--- config.mk ---
export PLATFORM = sky130hd
export DESIGN_NAME = ifetch_ctrl
export DESIGN_NICKNAME = d
export VERILOG_FILES = /design/src/rtl/ifetch_ctrl.sv
export SDC_FILE = /design/constraint.sdc
export NUM_CORES = 1
export LEC_CHECK = 0
export CORE_ASPECT_RATIO = 0.6
export CORE_UTILIZATION = 55
export CTS_CLUSTER_DIAMETER = 40
export DETAILED_ROUTE_END_ITERATION = 16
export PLACE_DENSITY = 0.93
export SKIP_LAST_GASP = 1
export SYNTH_ARGS = -nofsm -noshare
export SYNTH_HDL_FRONTEND = slang
export SYNTH_SLANG_ARGS = --single-unit
--- constraint.sdc ---
create_clock -name clk -period 8 [get_ports clk]
set_input_delay 1.6 -clock clk [delete_from_list [all_inputs] [get_ports clk]]
set_output_delay 1.6 -clock clk [all_outputs]
set_load 0.05 [all_outputs]
--- src/rtl/ifetch_ctrl.sv ---
// Instruction-fetch sequencer: owns the instruction-memory port, keeps a
// 2-entry prefetch buffer feeding decode, and lets a program-load port
// take over the memory for writes.
module ifetch_ctrl #(
    parameter int          ADDR_W   = 4,
    parameter logic [31:0] RESET_PC = 32'h0000_0000,
    parameter logic [31:0] NOP      = 32'h0000_0033
) (
    input  logic              clk,
    input  logic              rst_n,
    input  logic              en,
    input  logic              redirect_valid,
    input  logic [31:0]       redirect_pc,
    output logic              ins_valid,
    input  logic              ins_ready,
    output logic [31:0]       ins,
    output logic [31:0]       ins_pc,
    input  logic              ld_req,
    input  logic [ADDR_W-1:0] ld_addr,
    input  logic [31:0]       ld_wdata,
    output logic              ld_gnt,
    output logic [ADDR_W-1:0] mem_addr,
    output logic              mem_we,
    output logic [31:0]       mem_wdata,
    input  logic [31:0]       mem_rdata
);

    typedef enum logic [1:0] {IDLE, RUN, LOAD} state_t;

    state_t            state;
    logic [31:0]       fetch_pc;
    logic              rd_pending;
    logic [31:0]       rd_pc;
    logic [ADDR_W-1:0] addr_hold;

    // Buffer slot 0 is the head and drives decode directly; slot 1 is the tail.
    logic              v0, v1;
    logic [31:0]       d0, p0, d1, p1;

    logic [1:0]        count;
    logic [2:0]        occupancy;
    logic              load_exit, redirect_flush, flush;
    logic              pop, push, issue;
    logic [31:0]       redirect_pc_al, issue_pc, fetch_pc_n;
    logic              n_v0, n_v1;
    logic [31:0]       n_d0, n_p0, n_d1, n_p1;
    logic              unused_pc_bits;

    assign unused_pc_bits = ^redirect_pc[1:0];
    assign count          = {1'b0, v0} + {1'b0, v1};
    assign ins_valid      = v0;
    assign ins            = d0;
    assign ins_pc         = p0;

    // Control decode: flush/pop/push/issue decisions and memory port muxing.
    always_comb begin
        load_exit      = (state == LOAD) && !ld_req;
        redirect_flush = redirect_valid && (state != LOAD);
        flush          = redirect_flush || load_exit;
        pop            = v0 && ins_ready && !flush;
        push           = rd_pending && (state != LOAD) && !flush;
        redirect_pc_al = {redirect_pc[31:2], 2'b00};
        occupancy      = 3'd0;
        if (!flush) begin
            occupancy = {1'b0, count} - {2'b00, pop} + {2'b00, rd_pending};
        end
        issue    = (state == RUN) && en && (occupancy < 3'd2);
        issue_pc = redirect_flush ? redirect_pc_al : fetch_pc;

        fetch_pc_n = redirect_valid ? redirect_pc_al : fetch_pc;
        if (issue) begin
            fetch_pc_n = issue_pc + 32'd4;
        end

        ld_gnt    = (state == LOAD) && ld_req;
        mem_we    = ld_gnt;
        mem_wdata = ld_gnt ? ld_wdata : 32'h0;
        if (ld_gnt) begin
            mem_addr = ld_addr;
        end else if (issue) begin
            mem_addr = issue_pc[ADDR_W+1:2];
        end else begin
            mem_addr = addr_hold;
        end
    end

    // Next contents of the prefetch buffer: pop shifts tail to head, push fills the first free slot.
    always_comb begin
        n_v0 = v0;
        n_d0 = d0;
        n_p0 = p0;
        n_v1 = v1;
        n_d1 = d1;
        n_p1 = p1;
        if (pop) begin
            n_v0 = v1;
            n_d0 = d1;
            n_p0 = p1;
            n_v1 = 1'b0;
        end
        if (push) begin
            if (!n_v0) begin
                n_v0 = 1'b1;
                n_d0 = mem_rdata;
                n_p0 = rd_pc;
            end else begin
                n_v1 = 1'b1;
                n_d1 = mem_rdata;
                n_p1 = rd_pc;
            end
        end
        if (flush) begin
            n_v0 = 1'b0;
            n_v1 = 1'b0;
        end
        if (!n_v0) begin
            n_d0 = NOP;
            n_p0 = 32'h0;
        end
    end

    // Sequencer state machine: idle / fetching / program-load ownership of the port.
    always_ff @(posedge clk or negedge rst_n) begin
        if (!rst_n) begin
            state <= IDLE;
        end else begin
            case (state)
                IDLE: begin
                    if (ld_req)  state <= LOAD;
                    else if (en) state <= RUN;
                end
                RUN: begin
                    if (ld_req)   state <= LOAD;
                    else if (!en) state <= IDLE;
                end
                LOAD: begin
                    if (!ld_req) state <= en ? RUN : IDLE;
                end
                default: state <= IDLE;
            endcase
        end
    end

    // Fetch PC, outstanding-read tracking and the held memory address.
    always_ff @(posedge clk or negedge rst_n) begin
        if (!rst_n) begin
            fetch_pc   <= RESET_PC;
            rd_pending <= 1'b0;
            rd_pc      <= 32'h0;
            addr_hold  <= '0;
        end else begin
            fetch_pc   <= fetch_pc_n;
            rd_pending <= issue;
            if (issue) rd_pc <= issue_pc;
            addr_hold  <= mem_addr;
        end
    end

    // Prefetch buffer registers; an empty head shows NOP at PC 0.
    always_ff @(posedge clk or negedge rst_n) begin
        if (!rst_n) begin
            v0 <= 1'b0;
            d0 <= NOP;
            p0 <= 32'h0;
            v1 <= 1'b0;
            d1 <= 32'h0;
            p1 <= 32'h0;
        end else begin
            v0 <= n_v0;
            d0 <= n_d0;
            p0 <= n_p0;
            v1 <= n_v1;
            d1 <= n_d1;
            p1 <= n_p1;
        end
    end

endmodule

==> results.toml <==
[run_status]
status = "completed"

[critical_path]
crit_fanout = 24
critPathSlowestCell = "clkdlybuf4s50_1"
rr_startpoint = "state[0]"
cp_cell_sequence = "clkdlybuf4s50_1 -> and3b_1 -> a21o_1 -> nand3_2 -> inv_2 -> ha_1 -> inv_1 -> ha_1 -> a21oi_1 -> ha_1 -> nor2b_1 -> o21ai_2 -> inv_2 -> nand2b_1 -> o21ai_0 -> o21ai_0 -> buf_12"
regToRegSetupSlack_ps = 3630
path_delay_family = "compound AO/OA/AOI/OAI gates"
cp-start-kind = "input port"
worstRegToRegCells = 17
r2r_end = "fetch_pc[17]"
cp.required_ps = 6400
slowest_delay_ps = 430
path_buf_inv = 5
path_depth = 17
crit_path_end_kind = "primary output"
critPathLaunch = "ld_req"
worstPathArrival_ps = 4850
crit_path_frequent_cell = "ha_1"
crit_type = "in -> out"
crit_end = "mem_addr[0]"

[floorplanning]
die_w_um = 179
dieArea_mm2 = 0.0193
rows = 38
io_pins = 209
dieHeight_um = 108
start_util_pct = 56.6
core_mm2 = 0.0182

[power_and_ir_drop]
power.density_mw_per_mm2 = 192
netSwitchingPower_uw = 707
internal_power_mw = 1.84
pwr-share-comb_pct = 14.4
power_leakage_nw = 5.62
peakVddDrop_uv = 164
power_frac_clock_pct = 40.5
p_sw_share_pct = 27.7
seqPwrFrac_pct = 45.2

[placed_design]
place.gp.congestion = 0.993
hpwlAfterDp_mm = 20.0
port_buffers = 206

[logic_synthesis]
synth.top_cells.by_count = "209 x nand2_1, 197 x dfrtp_1, 118 x nor2_1"
synth_seq_cells = 201
ys_seq_area_share_pct = 48.9
synth_area_leaders = "dfrtp_1 48%, mux2_2 7.6%, nand2_1 7.6%"
async_reset_ff_share_pct = 100
syn_inst = 1099
synth-main-ff-cell = "dfrtp_1"
synth_fp_nets = 1209
yosys_warnings = 0
syn-cell-area_mm2 = 0.0103
synth_most_common_cell = "nand2_1"
synth_top_area_share_pct = 47.8
yosys.area.top_type = "dfrtp_1"
synth_edf_count = 0
avgSynthCellArea_um2 = 9.38
ys_types = 65

[global_routing]
grt_max_degree = 130
gr-total-overflow = 0
grt_pass1_vias = 9302
antenna_found_initial = 0
globalRouteTotalUtil_pct = 31.7
grt_pass1_wl_mm = 48.1

[clock_network]
clk_latency_ps = 500
cts_hold_buf = 0
clock-sinks = 201
numCtsBuffers = 22
cts_htree_levels = 1
post-cts-setup-buffers = 0
tritoncts = "built"
cts.repair.resized = 0
cts_root_buffer = "clkbuf_16"
clk_pin_slew_ps = 50
clockBufferDepth = 3

[timing]
drv_slew = 0
min_period_ps = 6450
hold_viol = 0
setup_tns_ps = 0
tightest_slew_ps = 1020
hold_slack_ps = 506
rsz0062_at_grt = "no"
fin_skew_ps = 12.9
max_freq_mhz = 155
setup_violations = 0
post-route-period-util_pct = 80.7
relSlewSlack_pct = 31.7

[finish]
nNetsFinal = 1372
drive_above_1_share_pct = 11.4
antenna_cells = 0
area_growth_syn_to_layout_pct = 28.6

[drt]
drc_errors = 0
routedWlPerCell_um = 20.1
routed-via-count = 9431
drt_iter0_markers = 1062
viasPerCell = 6.22
drt-pass1-iter-count = 6
ant_nets = 0
routed_wl_mm = 30.4

[hold_path]
hp-class = "reg -> reg"

[run]
drv_cap = 0
-- cells by family (layout without fill, tap and decap cells) --
logic type | count (synthesis) | in the layout | synth area share, %
adder cells (fa/ha/maj) | 4 | 4 | 0.486
XOR/XNOR | 7 | 7 | 0.595
AO/OA/AOI/OAI | 224 | 224 | 15.7
flip-flops | 201 | 201 | 48.9
AND/OR/NAND/NOR | 472 | 472 | 20.5
multiplexers | 93 | 93 | 9.89
buffers and inverters | 98 | 276 | 3.93
-- layout make-up --
class	count	area [um^2]
tap	240	300
sequential	201	5030
multi-input combinational	800	4910
fill	1264	4950
clock inverter	9	93.8
inverter	16	60.1
timing repair buffer	221	2210
clock buffer	30	642
-- layout by cell type (no fill, tap or decap), types with 20 or more instances in the layout --
cell,netlist,routed
nand2_1,209,209
clkdlybuf4s50_1,0,200
dfrtp_1,197,197
nor2_1,118,118
mux2_2,70,70
a311oi_1,63,63
o21ai_0,35,34
and2_1,34,34
nand3_1,32,30
a21oi_1,28,28
clkbuf_16,0,23
mux2i_1,22,22
nand4_1,22,22
a31oi_1,21,20
-- registers in the layout, summed over array words and instances (netlist names) --
register and count:
addr_hold 4, d1 32, fetch_pc 32, ins 32
ins_pc 32, ins_valid 1, p1 32, rd_pc 32
rd_pending 1, state 2, v1 1
-- stage by stage --
stage | power (mW) | util (%) | setup slack (ps) | cells | area (um^2)
3_3_place_gp | 1.51 | 68.8 | 1630 | 1478 | 12500
2_1_floorplan | 1.35 | - | 694 | 1099 | 10300
4_1_cts | 2.56 | 72.8 | 1540 | 1517 | 13300
5_1_grt | 2.64 | 72.8 | 1270 | 1517 | 13300
3_5_place_dp | 1.53 | 68.8 | 1570 | 1478 | 12500
6_report | 2.55 | 72.8 | 1550 | 1517 | 13300
-- power by group through the flow --
| stage | clock, mW | sequential [mW] | combinational (mW) |
|---|---|---|---|
| after CTS | 1.04 | 1.15 | 0.366 |
| after global routing | 1.08 | 1.16 | 0.399 |
| after detailed placement | 0 | 1.17 | 0.362 |
| after floorplan | 0 | 1.14 | 0.207 |
| final | 1.03 | 1.15 | 0.367 |
| after global placement | 0 | 1.16 | 0.351 |
-- worst min path at each step --
stage	from	endpoint	depth (start not counted)
after floorplan	rd_pc[0]	rd_pc[0]	2
after detailed placement	fetch_pc[1]	fetch_pc[1]	1
final	d1[23]	d1[23]	1
after CTS	p1[14]	p1[14]	1
after global routing	d1[6]	d1[6]	1
after global placement	rd_pc[0]	rd_pc[0]	2
-- routing by layer --
metal	wire, um	part of all wire, %	vias to the layer above	track usage [%]
met2	14200	47	512	49.6
met5	0	0	-	0
met3	3080	10	59	7.77
li1	-	-	4278	-
met1	12300	40	4582	43.5
met4	832	2.7	0	10.2
Power figures use the tool's default switching activity.
